[src/rtl/inst_seq.sv]
// Instruction sequencer: the host loads a short program into a small
// instruction memory, which is then replayed for loop_cnt passes, one issue slot per clock.
module inst_seq #(
  parameter int INST_WIDTH = 32,
  parameter int IMEM_DEPTH = 16,
  parameter int ADDR_WIDTH = 4,
  parameter int LOOP_WIDTH = 8
) (
  input  logic                  clk,
  input  logic                  rst,
  input  logic                  prog_clr,
  input  logic                  inst_in_v,
  input  logic [INST_WIDTH-1:0] inst_in,
  input  logic                  start,
  input  logic [LOOP_WIDTH-1:0] loop_cnt,
  output logic                  inst_v,
  output logic [2:0]            opcode,
  output logic                  busy,
  output logic                  done,
  output logic                  full
);

  typedef enum logic {IDLE, RUN} state_t;

  localparam logic [ADDR_WIDTH:0] LEN_ONE  = (ADDR_WIDTH+1)'(1);
  localparam logic [ADDR_WIDTH:0] LEN_FULL = (ADDR_WIDTH+1)'(IMEM_DEPTH);
  localparam logic [LOOP_WIDTH-1:0] LOOP_ONE = LOOP_WIDTH'(1);

  state_t state, next_state;

  logic [INST_WIDTH-1:0] imem [IMEM_DEPTH];
  logic [ADDR_WIDTH:0]   wr_ptr;   // also the program length
  logic [ADDR_WIDTH-1:0] pc;
  logic [3:0]            rep;
  logic [LOOP_WIDTH-1:0] pass;
  logic [LOOP_WIDTH-1:0] loops;
  logic                  done_pend;

  logic do_clr, do_wr, accept, launch, rep_end, pc_end, pass_end, last_slot;

  assign full = (wr_ptr == LEN_FULL);
  assign busy = (state == RUN);

  // NOTE: every output of this block is given a default first, so no path
  // through the case leaves a value held and no latch is inferred.
  always_comb begin
    next_state = state;
    do_clr     = 1'b0;
    do_wr      = 1'b0;
    accept     = 1'b0;
    launch     = 1'b0;
    rep_end    = (rep == imem[pc][3:0]);
    pc_end     = ({1'b0, pc} == (wr_ptr - LEN_ONE));
    pass_end   = (pass == (loops - LOOP_ONE));
    last_slot  = 1'b0;
    case (state)
      IDLE: begin
        if (prog_clr) begin
          do_clr = 1'b1;
        end else if (start) begin
          accept = 1'b1;
          if (loop_cnt != '0 && wr_ptr != '0) begin
            launch     = 1'b1;
            next_state = RUN;
          end
        end else if (inst_in_v && !full) begin
          do_wr = 1'b1;
        end
      end
      RUN: begin
        last_slot = rep_end && pc_end && pass_end;
        if (last_slot) next_state = IDLE;
      end
      default: next_state = IDLE;
    endcase
  end

  // NOTE: sequential state uses non-blocking assignments only, so every
  // register samples the pre-edge values regardless of statement order.
  always_ff @(posedge clk or posedge rst) begin
    if (rst) state <= IDLE;
    else     state <= next_state;
  end

  always_ff @(posedge clk or posedge rst) begin
    if (rst) begin
      wr_ptr    <= '0;
      pc        <= '0;
      rep       <= '0;
      pass      <= '0;
      loops     <= '0;
      inst_v    <= 1'b0;
      opcode    <= 3'b000;
      done      <= 1'b0;
      done_pend <= 1'b0;
    end else begin
      done      <= done_pend;
      done_pend <= 1'b0;
      inst_v    <= 1'b0;
      opcode    <= 3'b000;
      if (do_clr) wr_ptr <= '0;
      if (do_wr)  wr_ptr <= wr_ptr + LEN_ONE;
      if (launch) begin
        loops <= loop_cnt;
        pc    <= '0;
        rep   <= '0;
        pass  <= '0;
      end else if (accept) begin
        done_pend <= 1'b1;
      end
      if (state == RUN) begin
        inst_v <= 1'b1;
        opcode <= imem[pc][INST_WIDTH-1 -: 3];
        if (!rep_end) begin
          rep <= rep + 4'd1;
        end else begin
          rep <= '0;
          if (pc_end) begin
            pc   <= '0;
            pass <= pass + LOOP_ONE;
          end else begin
            pc <= pc + ADDR_WIDTH'(1);
          end
        end
        if (last_slot) done_pend <= 1'b1;
      end
    end
  end

  // NOTE: the instruction memory has no reset; stale entries are unreachable
  // because wr_ptr, the program length, is reset to zero.
  always_ff @(posedge clk) begin
    if (do_wr) imem[wr_ptr[ADDR_WIDTH-1:0]] <= inst_in;
  end

endmodule

[config.mk]
export PLATFORM = sky130hd
export DESIGN_NAME = inst_seq
export DESIGN_NICKNAME = d
export VERILOG_FILES = /design/src/rtl/inst_seq.sv
export SDC_FILE = /design/constraint.sdc
export NUM_CORES = 1
export LEC_CHECK = 0
export CORE_ASPECT_RATIO = 1.4
export CORE_MARGIN = 3
export CORE_UTILIZATION = 50
export DETAILED_ROUTE_END_ITERATION = 7
export GPL_ROUTABILITY_DRIVEN = 0
export PLACE_DENSITY = 0.79
export SYNTH_ARGS = -nofsm -noshare
export SYNTH_HDL_FRONTEND = slang
export SYNTH_SLANG_ARGS = --single-unit
export TNS_END_PERCENT = 5
[constraint.sdc]
create_clock -name clk -period 4.15 [get_ports clk]
set_clock_uncertainty 0.05 [all_clocks]
set_input_delay 0.415 -clock clk [delete_from_list [all_inputs] [get_ports clk]]
set_output_delay 0.415 -clock clk [all_outputs]
set_load 0.005 [all_outputs]
==> Flow_metrics.wiki, run 1 <==
{| class="wikitable"
! Metric !! Value
|-
| Power Total || 5.07 mW
|-
| Largest net degree at the start of global routing || 38
|-
| Final Non-Filler Cells || 644
|-
| Cell type with the largest total area after synthesis || edfxtp_1
|-
| Vertical die dimension || 141 um
|-
| Most common cell in the synthesized netlist || edfxtp_1
|-
| Min setup slack post-route || 0.763 ns
|-
| DRC violations left || 0
|-
| Die footprint || 0.0145 mm^2
|-
| Post-CTS Resized || 0
|-
| Via count of the first global-routing pass || 3971
|-
| Number of CTS-inserted buffers || 17
|-
| WL per Instance || 20.6 um
|-
| Sequential cell area fraction in the yosys report || 0.653
|-
| Global-route wire length before repair || 21000 um
|-
| Power density relative to cell area || 662 mW/mm^2
|-
| Clock share of power || 0.292
|-
| Setup WS pre-CTS || 0.778 ns
|-
| Total setup buffers inserted after CTS || 0
|-
| Post-Synthesis Cells || roughly 430
|-
| Fraction of the cycle the final worst path needs || 0.816
|-
| Core Util, Final || 0.610
|-
| Clock period minus final worst setup slack || 3.39 ns
|-
| Area of the mapped netlist || 0.00653 mm^2
|-
| Post-placement cell count || 612
|-
| Worst setup EP type || flop
|-
| Root buffer selected by CTS || clkbuf_16
|-
| Result of the run || complete, no violations
|-
| Core Footprint || 0.0126 mm^2
|-
| Met2 Usage GRT || 0.334
|-
| Achievable Freq || 295 MHz
|-
| Endpoint arrival time on the critical path || between 3 and 4 ns
|-
| Filler cells || 860
|-
| Count of pins over their slew limit || 0
|-
| Area post-placement || 0.00708 mm^2
|-
| Initial Utilization || 0.520
|-
| Number of sinks driven by the clock tree || 148
|-
| Sw Pwr || 1.69 mW
|-
| Post-Route Setup TNS || 0 ns
|-
| Final antenna-violating net count || 0
|-
| TritonCTS clock tree || yes
|-
| Number of nets in the synthesized netlist || 486
|-
| WHS || 0.299 ns
|-
| Pint || 3.38 mW
|-
| Worst relative slew slack || 0.527
|-
| Ant diodes || 0
|-
| Worst hold path class || flop to flop
|-
| Total wirelength of the detailed-routed design || 13300 um
|-
| Top Ports || 52
|-
| Top post-synthesis cells by count || 112 x edfxtp_1, 58 x nand2_1, 36 x dfrtp_1
|-
| Clock transition time at the flip-flop clock pins of the worst setup and hold paths || about 0.060 ns
|-
| Count of TritonRoute iterations in the first routing pass || 5
|-
| Htree depth || 4
|-
| Average instance area after synthesis || 15.1 um^2
|-
| Crit-path max FO || 17
|-
| DR iter-0 viols || 258
|-
| Global routing met3 resource utilization || 0.0455
|-
| Post-detailed-placement half-perimeter wirelength || 8700 um
|-
| Hold Fails Final Rpt || 0
|-
| Total gr overflow || 0
|-
| Via count of the routed design || ~3800
|-
| Largest buffer count on any clock path || 2
|-
| Kind of critical path || flop to flop
|-
| Synthesis Warnings || 0
|-
| Final cell area excluding filler cells || 0.00766 mm^2
|-
| Count of final setup violators || 0
|-
| Top post-synthesis cells by area || edfxtp_1 52%, dfrtp_1 14%, mux4_2 11%
|-
| Area growth, synth to finish || 17.2%
|-
| Largest voltage drop on the vdd net || about 0.36 mV
|-
| Clock insertion delay at the later pin of the skew report || 0.42 ns
|-
| Area share of the largest cell type after synthesis || 0.515
|-
| Share of synthesized registers carrying an async set or reset || 0.243
|-
| Part of the total power dissipated in sequential elements || 0.386
|-
| Register bit count reported by yosys || 148
|-
| Switching Share || 0.333
|-
| Unrepaired setup endpoints after global routing || no
|-
| Combinational Power Share || 0.322
|-
| All-Layer GR Usage || 0.197
|-
| Leakage Power || 2.80 nW
|-
| Number of input and output port buffers inserted || 26
|-
| Initial antenna violation count || 0
|-
| Count of flip-flops with a built-in enable after synthesis || 112
|-
| Cell variety after synth || 48
|-
| Most used flip-flop cell after synthesis || edfxtp_1
|-
| Placement row count || 48
|-
| Critical Path Source Type || flop
|-
| Worst path required time || 4.40 ns
|-
| Die width || 103 um
|-
| Via density || 5.88
|-
| Number of hold buffers added after CTS || 0
|-
| Worst-margin pin slew || 0.704 ns
|-
| M1 GR Usage || 0.237
|-
| Layout cell share with drive strength beyond 1 || 0.194
|-
| Total of max-cap violations || 0
|-
| Gr busiest metal || met2
|-
| Count of nets after finishing || between 500 and 600
|}
-- placed cells by master (no fill, tap or decap), types with 2 or more instances in the layout --
master           count
nor2b_1              6
o221a_2              2
a22o_1               2
clkbuf_16           17
ha_1                 9
o211ai_1             4
nor3_1               8
inv_1                7
nand4_1              2
nor4b_1              2
xnor2_1             17
inv_8                5
nand2b_1             4
nand4b_1             3
xor2_1               8
dfrtp_1             36
inv_6                5
mux4_2              31
nand2_1             58
buf_4               25
o22ai_1              2
or3_1                2
clkdlybuf4s50_1     26
nor4_1               3
o21ai_0              7
a21oi_1              4
and2_1               4
clkinv_8             2
nand3_1             13
mux2i_1             18
nor2_1              25
o31ai_1              2
edfxtp_1           112
a31oi_1              2
and3_1               3
-- final timing paths --
check | cells past startpoint | slack [ns] | to | from
worst max-delay path | 8 | 0.76 | rep[2] | pc[1]
worst min-delay path | 0 | 0.30 | done | done_pend
worst max register to register | 8 | 0.76 | rep[2] | pc[1]
worst min register to register | 0 | 0.30 | done | done_pend
max in group asynchronous | 3 | 3.37 | rep[3] | rst
min in group asynchronous | 3 | 0.34 | wr_ptr[3] | rst
-- kinds of logic after synthesis --
kind of cell / share of synthesized area
AND/OR/NAND/NOR: 0.0991
AO/OA/AOI/OAI: 0.0393
XOR/XNOR: 0.0335
adder cells (fa/ha/maj): 0.0172
buffers and inverters: 0.0176
flip-flops: 0.653
multiplexers: 0.140
-- flip-flops by register name (all words and copies together) (netlist names) --
name / count
imem: 112
loops: 8
pass: 8
wr_ptr: 5
pc: 4
rep: 4
opcode: 3
busy: 1
done: 1
done_pend: 1
inst_v: 1
-- critical path, stage by stage, from the launching register on --
cell	delay, ns
dfrtp_1	0.67
mux4_1	0.62
mux4_2	0.50
xnor2_1	0.18
o211ai_1	0.15
a2111oi_4	0.33
buf_4	0.28
and4bb_2	0.26
a211o_1	0.22
-- power by group through the flow --
stage | combinational, mW | clock (mW) | sequential, mW
detailed placement | 1.62 | 0 | 1.99
global placement | 1.55 | 0 | 1.98
floorplan | 1.33 | 0 | 1.87
finish | 1.63 | 1.48 | 1.96
CTS | 1.64 | 1.50 | 1.96
global route | 1.78 | 1.57 | 1.99
-- metal layers --
metal	vias up	part of all wire
met5	-	0
met4	0	0.026
met3	33	0.046
met2	123	0.54
met1	1882	0.39
li1	1746	-
-- final cells by class --
class,count,area (um^2),area share
Clock buffer,17,425,0.0556
Clock inverter,15,154,0.0201
Inverter,7,26.3,0.00343
Multi-Input combinational cell,256,2150,0.281
Sequential cell,148,4260,0.557
Tap cell,150,188,0.0245
Timing Repair Buffer,51,448,0.0585
No activity file was read; power rests on OpenSTA's default activity.
==> run 2: changes to the inputs <==
Clock period 4.15 ns to 3.5 ns, I/O delays scaled along.
==> run 2 against run 1 <==
  * Via count grew 0.40%
  * Non-clock buffer count grew 3
  * Count of clock-buffer cells in the layout is the same
  * Worst setup slack lost 0.49 ns
  * Final cell count grew 0.47%
  * Cell area grew 0.33%
  * Register-to-register slack lost 0.49 ns
  * Critical endpoint unchanged
  * Critical path depth grew 1
  * Combinational power grew 25%
  * Sequential cell count is the same
==> Flow_metrics.wiki, run 2 (synthesis gave the netlist of run 1 again) <==
{| class="wikitable"
! Metric !! Value
|-
| Count of pins over their slew limit || 0
|-
| All-Layer GR Usage || 0.209
|-
| Root buffer selected by CTS || clkbuf_16
|-
| Die footprint || 0.0145 mm^2
|-
| Initial antenna violation count || 0
|-
| Number of CTS-inserted buffers || 17
|-
| Footprint of the multi-input gates || 0.00215 mm^2
|-
| Unrepaired setup endpoints after global routing || no
|-
| Most frequent cell on the critical path || buf_4
|-
| Critical Path Source Type || flop
|-
| Clock transition time at the flip-flop clock pins of the worst setup and hold paths || 0.07 ns
|-
| Post-CTS Resized || 0
|-
| Most frequent cells in the layout || 112 x edfxtp_1, 58 x nand2_1, 36 x dfrtp_1
|-
| Sequential standard cell area || 0.00426 mm^2
|-
| Final antenna-violating net count || 0
|-
| Total of max-cap violations || 0
|-
| Worst path required time || 3.74 ns
|-
| Largest buffer count on any clock path || 2
|-
| Initial Utilization || 0.520
|-
| Count of buffer and inverter cells on the critical path || 2
|-
| Worst setup path endpoint || rep[2]
|-
| Filler cells || 890
|-
| Endpoint arrival time on the critical path || 3.47 ns
|-
| Achievable Freq || 310 MHz
|-
| Depth of the worst register-to-register path || 9
|-
| Via count of the routed design || 3799
|-
| WL per Instance || 21.1 um
|-
| Power density relative to cell area || 787 mW/mm^2
|-
| Vertical die dimension || roughly 140 um
|-
| Count of TritonRoute iterations in the first routing pass || 4
|-
| Worst hold path class || primary input to asynchronous set/reset pin
|-
| TritonCTS clock tree || yes
|-
| Largest voltage drop on the vdd net || between 0.3 and 0.4 mV
|-
| Crit-path max FO || 18
|-
| Number of sinks driven by the clock tree || 148
|-
| Count of final setup violators || 0
|-
| Final Non-Filler Cells || 647
|-
| Via density || 5.87
|-
| Fraction of the cycle the final worst path needs || 0.922
|-
| Result of the run || complete, no violations
|-
| R2R setup slack || 0.27 ns
|-
| Worst setup EP type || flop
|-
| Number of cells on the critical path || 9
|-
| Power Total || between 6 and 7 mW
|-
| Total gr overflow || 0
|-
| Worst relative slew slack || 0.509
|-
| Number of input and output port buffers inserted || 26
|-
| Global-route wire length before repair || 22200 um
|-
| Worst reg2reg path endpoint || rep[2]
|-
| Post-Route Setup TNS || 0 ns
|-
| Crit path max-delay family || compound AO/OA/AOI/OAI gates
|-
| Area growth, synth to finish || 17.6%
|-
| Worst-margin pin slew || 0.731 ns
|-
| Top Ports || between 50 and 60
|-
| Count of nets after finishing || 538
|-
| Highest cell delay on the worst timing path || 0.57 ns
|-
| Placement row count || 48
|-
| Number of hold buffers added after CTS || 0
|-
| DR iter-0 viols || 246
|-
| Via count of the first global-routing pass || 4119
|-
| Hold Fails Final Rpt || 0
|-
| Worst Setup SP || pc[1]
|-
| Clock insertion delay at the later pin of the skew report || 0.42 ns
|-
| Kind of critical path || flop to flop
|-
| Critical-path top delay cell || dfrtp_1
|-
| Largest register FFs || around 110
|-
| Htree depth || 4
|-
| Leading cell type in the layout, fill and taps excluded || edfxtp_1
|-
| Ant diodes || 0
|-
| Total wirelength of the detailed-routed design || 13700 um
|-
| Ordered cell list for the critical path || buf_4 -> mux4_2 -> nor2b_1 -> a21oi_1 -> xnor2_1 -> a2111oi_4 -> buf_4 -> and4bb_2 -> a211o_1
|-
| Die width || 103 um
|-
| Layout cell share with drive strength beyond 1 || 0.199
|-
| DRC violations left || 0
|-
| Startpoint of the lowest-slack register-to-register path || pc[1]
|-
| Leakage Power || 2.81 nW
|-
| Post-detailed-placement half-perimeter wirelength || 8660 um
|-
| Largest net degree at the start of global routing || 38
|-
| Total setup buffers inserted after CTS || 0
|-
| Core Footprint || 0.0126 mm^2
|-
| Clock period minus final worst setup slack || around 3.2 ns
|-
| Post-placement cell count || between 600 and 700
|}
## run 2: cell types whose count changed in the layout (fill, tap and decap cells not counted), moves of 2 or more
cell      previous run  this run
buf_4               25        27
clkinv_8             2         0
clkinv_2             1         3
inv_8                5         2
## run 2: layout make-up
type	instances	area share
tap	150	0.0244
sequential	148	0.555
clock buffer	17	0.0554
inverter	7	0.00342
clock inverter	15	0.0187
multi-input combinational	256	0.280
timing repair buffer	54	0.0629
## run 2: routing by layer
metal | vias to the layer above | wire [um] | global-route usage
met1 | 1913 | 5330 | 0.251
met3 | 24 | 766 | 0.0535
met2 | 120 | 7290 | 0.355
li1 | 1742 | - | -
met5 | - | 0 | 0
met4 | 0 | 294 | 0.0822
## run 2: per-stage QoR
step,area [um^2],utilization,setup slack (ns),hold WS [ns]
2_1_floorplan,6530,-,0.417,0.281
3_3_place_gp,7110,0.567,0.335,0.283
3_5_place_dp,7110,0.567,0.304,0.290
4_1_cts,7680,0.612,0.261,0.302
5_1_grt,7680,0.612,0.0731,0.312
6_report,7680,0.612,0.274,0.287
## run 2: tightest hold or removal path, delay by kind of cell
kind | cells | cell delay [ns]
buf+inv | 3 | 0.85
## run 2: how the worst min path moves through the flow
stage,startpoint,endpoint,slack [ns]
floorplan,done_pend,done,0.28
global placement,done_pend,done,0.28
detailed placement,done_pend,done,0.29
CTS,rst,wr_ptr[0],0.30
global route,done_pend,done,0.31
finish,rst,wr_ptr[0],0.29
## run 2: power breakdown
part	switching [mW]	internal [mW]	total, mW	leakage [nW]
sequential	0.202	2.06	2.26	1.44
combinational	1.00	1.04	2.04	1.10
clock	0.747	0.997	1.74	0.279
total	1.95	4.09	6.04	2.81
==> run 3: changes to the inputs <==
Settings changed: CAP_MARGIN set to 10.
==> results of run 3 <==
No change in the layout: final DEF, timing and power equal those of run 2.
==> RTL edit 1: new RTL, flow settings as in run 1 <==
Set the parameter `ADDR_WIDTH` to 3 (it was 4).
--- a/src/rtl/inst_seq.sv
+++ b/src/rtl/inst_seq.sv
@@ -3,7 +3,7 @@
 module inst_seq #(
   parameter int INST_WIDTH = 32,
   parameter int IMEM_DEPTH = 16,
-  parameter int ADDR_WIDTH = 4,
+  parameter int ADDR_WIDTH = 3,
   parameter int LOOP_WIDTH = 8
 ) (
   input  logic                  clk,
Function: changed (Yosys sat finds a counterexample within 4 cycles, from zero or initial values and one cycle with rst high).
==> RTL edit 1 against run 1 <==
Power decreased by 58%; sequential power decreased by 43%; utilization decreased by 2.3 points; worst setup slack improved by 300 ps; synthesized area decreased by 37%; synthesized cell count decreased by 28%; die area decreased by 35%; largest power group unchanged; cell area decreased by 39%; clock power decreased by 62%; wire length decreased by 42%; sequential cell count decreased by 58.
==> RTL edit 1: results (changes against run 1) <==
stage	metric	value	unit	change
cts	clkTransAtPathRegs	90	ps	+30 ps
routing	number_of_vias_per_cell_after_detailed_routing	5.67		-3.4%
routing	met2_wirelength	4260	µm	-41%
cts	clock_insertion_delay_worst_skew	360	ps	-60 ps
yosys	synth.yosys.seq_area_share	61.6	%	-3.7 points
yosys	synth_edf_count	56		-50%
cells_and_area	largest_register_ff_count	56		-50%
outcome	run_status	finished, final reports clean		
cts	ctsRootBufferMaster	clkbuf_8		
routing	postRouteWirelength	7760	µm	-42%
sta	timing.setup.tns	0	ps	unchanged
power_and_ir_drop	power.leakage	1.73	nW	-38%
routing	wl_met3	227	µm	-63%
global_routing	grt_util_all_layers	18.5	%	-1.2 points
yosys	asyncSetResetFlopFracSynth	37.8	%	+13 points
worst_setup_path	worst_path_slowest_cell	dfrtp_1		
place	dp_hpwl	5360	µm	-38%
cts	number_of_gates_given_a_new_drive_strength_after_cts	0		unchanged
worst_setup_path	path_max_fanout	17		unchanged
min_path	class_of_the_worst_hold_path	reg2reg		
global_routing	grt_util_met1	20.5	%	-3.2 points
routing	route.layer.met1.wl	3070	µm	-40%
cts	buffers_inserted_during_post_cts_setup_optimization	0		unchanged
routing	drtAntennaViolNets	0		unchanged
cells_and_area	antenna_cells_inserted	0		unchanged
cts	cts.htree.levels	3		-1
place	placement_stage_worst_setup_slack	1090	ps	+310 ps
worst_setup_path	critPathTopFamily	simple AND/OR/NAND/NOR gates		
global_routing	grtUsageMet2	31.4	%	-2.1 points
cells_and_area	final_net_count	396		-26%
cells_and_area	post_route_cells_drive_above_1_share	9.74	%	-9.7 points
routing	drt_initial_violations	148		-43%
global_routing	first_global_vias	2629		-34%
yosys	synth_fp_nets	365		-25%
power_and_ir_drop	vdd_ir_drop_max	0.279	mV	-21%
flow_run	maxCapViolations	0		unchanged
global_routing	grt_max_degree	35		-7.9%
sta	max_slew_margin	40.4	%	-12 points
place	port_buffers	26		unchanged
routing	route.top_layer_used	met4		
global_routing	grt_pass1_wl	12500	µm	-41%
cts	numCtsBuffers	9		-8
yosys	synthDistinctLibCells	40		-17%
routing	drt_first_pass_iters	4		-1
yosys	synth.cells.most_frequent	edfxtp_1, nand2_1, dfrtp_1		
yosys	ys_top_cells_by_area	edfxtp_1, dfrtp_1, mux4_2, mux2i_1, nand2_1		
global_routing	groute.layer.met3.usage	5.10	%	+0.54 points
worst_setup_path	slowest_delay	930	ps	+260 ps
## RTL edit 1: kinds of logic (layout without fill, tap and decap cells)
logic type      after synthesis  after routing  synth area share [%]
fa+ha+maj                     7              7                  2.13
flops                        90             90                  61.6
simple gates                114            114                  13.5
buf+inv                      22             58                  3.04
mux                          32             32                  10.8
compound gates               28             28                  4.39
xor+xnor                     20             20                  4.45
## RTL edit 1: cell type report
type / count / area, µm²
fill: 654 / 3260
sequential: 90 / 2530
multi-input combinational: 201 / 1450
timing repair buffer: 33 / 313
clock buffer: 12 / 135
tap: 100 / 125
clock inverter: 4 / 43.8
inverter: 9 / 33.8
## RTL edit 1: path summary, 6_finish.rpt
check / cells past startpoint / to / slack, ps / startpoint
max: 6 / pass[3] / 1060 / pc[0]
min: 0 / done / 320 / done_pend
max reg2reg: 6 / pass[3] / 1060 / pc[0]
min reg2reg: 0 / done / 320 / done_pend
max in group asynchronous: 3 / opcode[2] / 3340 / rst
min in group asynchronous: 3 / loops[6] / 400 / rst
## RTL edit 1: through the flow
step | area, µm² | instances | power (mW) | util, %
2_1_floorplan | 4110 | 313 | 1.53 | -
3_3_place_gp | 4460 | 433 | 1.59 | 56.5
3_5_place_dp | 4460 | 433 | 1.61 | 56.5
4_1_cts | 4630 | 449 | 2.17 | 58.7
5_1_grt | 4630 | 449 | 2.26 | 58.7
6_report | 4630 | 449 | 2.15 | 58.7
## RTL edit 1: where the power goes
part | total [mW] | leakage, nW | internal [mW] | switching (mW)
logic | 0.469 | 0.713 | 0.272 | 0.197
registers | 1.12 | 0.925 | 0.993 | 0.124
clock network | 0.565 | 0.0918 | 0.275 | 0.289
## RTL edit 1: worst reg2reg max path, stage by stage (launching register included)
cell,delay [ps]
dfrtp_1,930
mux2i_1,200
mux4_2,500
xor2_1,210
nand4_2,360
or4_1,600
a21oi_1,160
==> RTL edit 2: new RTL, settings of run 1 <==
Without the edit above. Reset style: synchronous (`rst`), changed in 2 clocked blocks.
--- a/src/rtl/inst_seq.sv
+++ b/src/rtl/inst_seq.sv
@@ -77,12 +77,12 @@
 
   // NOTE: sequential state uses non-blocking assignments only, so every
   // register samples the pre-edge values regardless of statement order.
-  always_ff @(posedge clk or posedge rst) begin
+  always_ff @(posedge clk) begin
     if (rst) state <= IDLE;
     else     state <= next_state;
   end
 
-  always_ff @(posedge clk or posedge rst) begin
+  always_ff @(posedge clk) begin
     if (rst) begin
       wr_ptr    <= '0;
       pc        <= '0;
Function: differs if rst is asserted again (counterexample within 4 cycles, from zero or initial values and one cycle with rst high); with rst held inactive, the same outputs for 4 cycles.
==> RTL edit 2 against run 1 <==
Cell area shrank 0.29%; worst setup slack better by 180 ps; synthesized area increased by 0.48%; first-iteration DRC count is 30% higher; cell count grew 0.93%; sequential cell count did not move; critical path depth fell by 2; wire length grew 5.6%.
Power is not compared: it rests on default switching activity, and its combinational part moved more than twofold at a synthesized area within 25%.
==> RTL edit 2: results (changes against run 1) <==
stage	metric	value	unit	change
outcome	run_status	finished, final reports clean		
cells_and_area	post_route_cells_drive_above_1_share	17.2	%	-2.2 points
worst_setup_path	rr_startpoint	pc[2]		
worst_setup_path	path_max_fanout	13		-4
cells_and_area	stdcell_count	650		+0.93%
yosys	compound_cell_area_share_of_the_yosys_netlist	3.43	%	-0.50 points
cells_and_area	final_net_count	541		+1.1%
yosys	synth_fp_nets	500		+2.9%
routing	drt_initial_violations	336		+30%
yosys	asyncSetResetFlopFracSynth	0	%	-24 points
worst_setup_path	reg2regPathDepth	6		-2
worst_setup_path	worstPathArrival	3470	ps	-170 ps
place	dp_hpwl	9240	µm	+6.2%
global_routing	grt_util_all_layers	21.1	%	+1.4 points
global_routing	first_global_vias	4062		+2.3%
worst_setup_path	regToRegSetupSlack	940	ps	+180 ps
yosys	synth-adder-area-share	1.72	%	-0.0082 points
min_path	min_delay_worst_endpoint	done		
yosys	ys_top_cells_by_area	edfxtp_1, dfxtp_1, mux4_2, mux4_1, mux2i_1		
yosys	post_synthesis_xor_xnor_area_fraction	2.77	%	-0.59 points
yosys	synth.cells.most_frequent	edfxtp_1, dfxtp_1, nor2_1		
global_routing	grt_max_degree	23		-39%
cts	max-clock-path-buffers	2		unchanged
min_path	hp-start	done_pend		
global_routing	grt_pass1_wl	22500	µm	+7.1%
min_path	min_delay_path_depth	1		+1
yosys	syn_inst	446		+3.2%
routing	postRouteWirelength	14000	µm	+5.6%
yosys	post_synth_mux_area_share	15.4	%	+1.4 points
## RTL edit 2: cell count changes in the layout (fill, tap and decap cells not counted), moves of 7 or more
cell / change
dfrtp_1: -36
nor2_1: +9
inv_1: +7
mux4_2: -9
nand2_1: -37
buf_4: -9
nand4_1: +9
mux4_1: +8
dfxtp_1: +36
## RTL edit 2: final cells by class
cell class / count / area (µm²)
fill: 934 / 4920
sequential: 148 / 4080
multi-input combinational: 263 / 2320
clock buffer: 17 / 425
timing repair buffer: 42 / 380
tap: 150 / 188
clock inverter: 15 / 180
inverter: 15 / 56.3
## RTL edit 2: through the flow
step                instance area, µm²  worst slack [ps]  hold WS [ps]
finish                            7630               939           402
global route                      7630               791           410
CTS                               7630               990           407
detailed placement                7030               918           387
global placement                  7030              1030           384
floorplan                         6560              1450           364
## RTL edit 2: kinds of logic (layout without fill, tap and decap cells)
logic type	after synthesis	after routing
buffers and inverters	35	89
AND/OR/NAND/NOR	145	145
XOR/XNOR	19	19
multiplexers	58	58
AO/OA/AOI/OAI	32	32
flip-flops	148	148
adder cells (fa/ha/maj)	9	9
## RTL edit 2: per-layer routing
| metal | vias to the layer above | wire (µm) | track usage (%) |
|---|---|---|---|
| met2 | 121 | 7450 | 35.1 |
| met5 | - | 0 | 0 |
| li1 | 1811 | - | - |
| met1 | 2046 | 5470 | 26.0 |
| met4 | 0 | 394 | 9.69 |
| met3 | 26 | 701 | 5.07 |
## RTL edit 2: power breakdown
part / switching [mW] / internal (mW) / total (mW)
clock: 0.668 / 0.862 / 1.53
combinational: 0.0413 / 0.0312 / 0.0724
sequential: 0.00290 / 1.59 / 1.60
## RTL edit 2: worst max-delay path, cell delays in order (launching register included)
cell     delay (ps)
dfxtp_1         740
mux4_1          660
mux4_2          510
xnor2_2         180
o21a_1          410
nand3_1         220
mux2_2          320
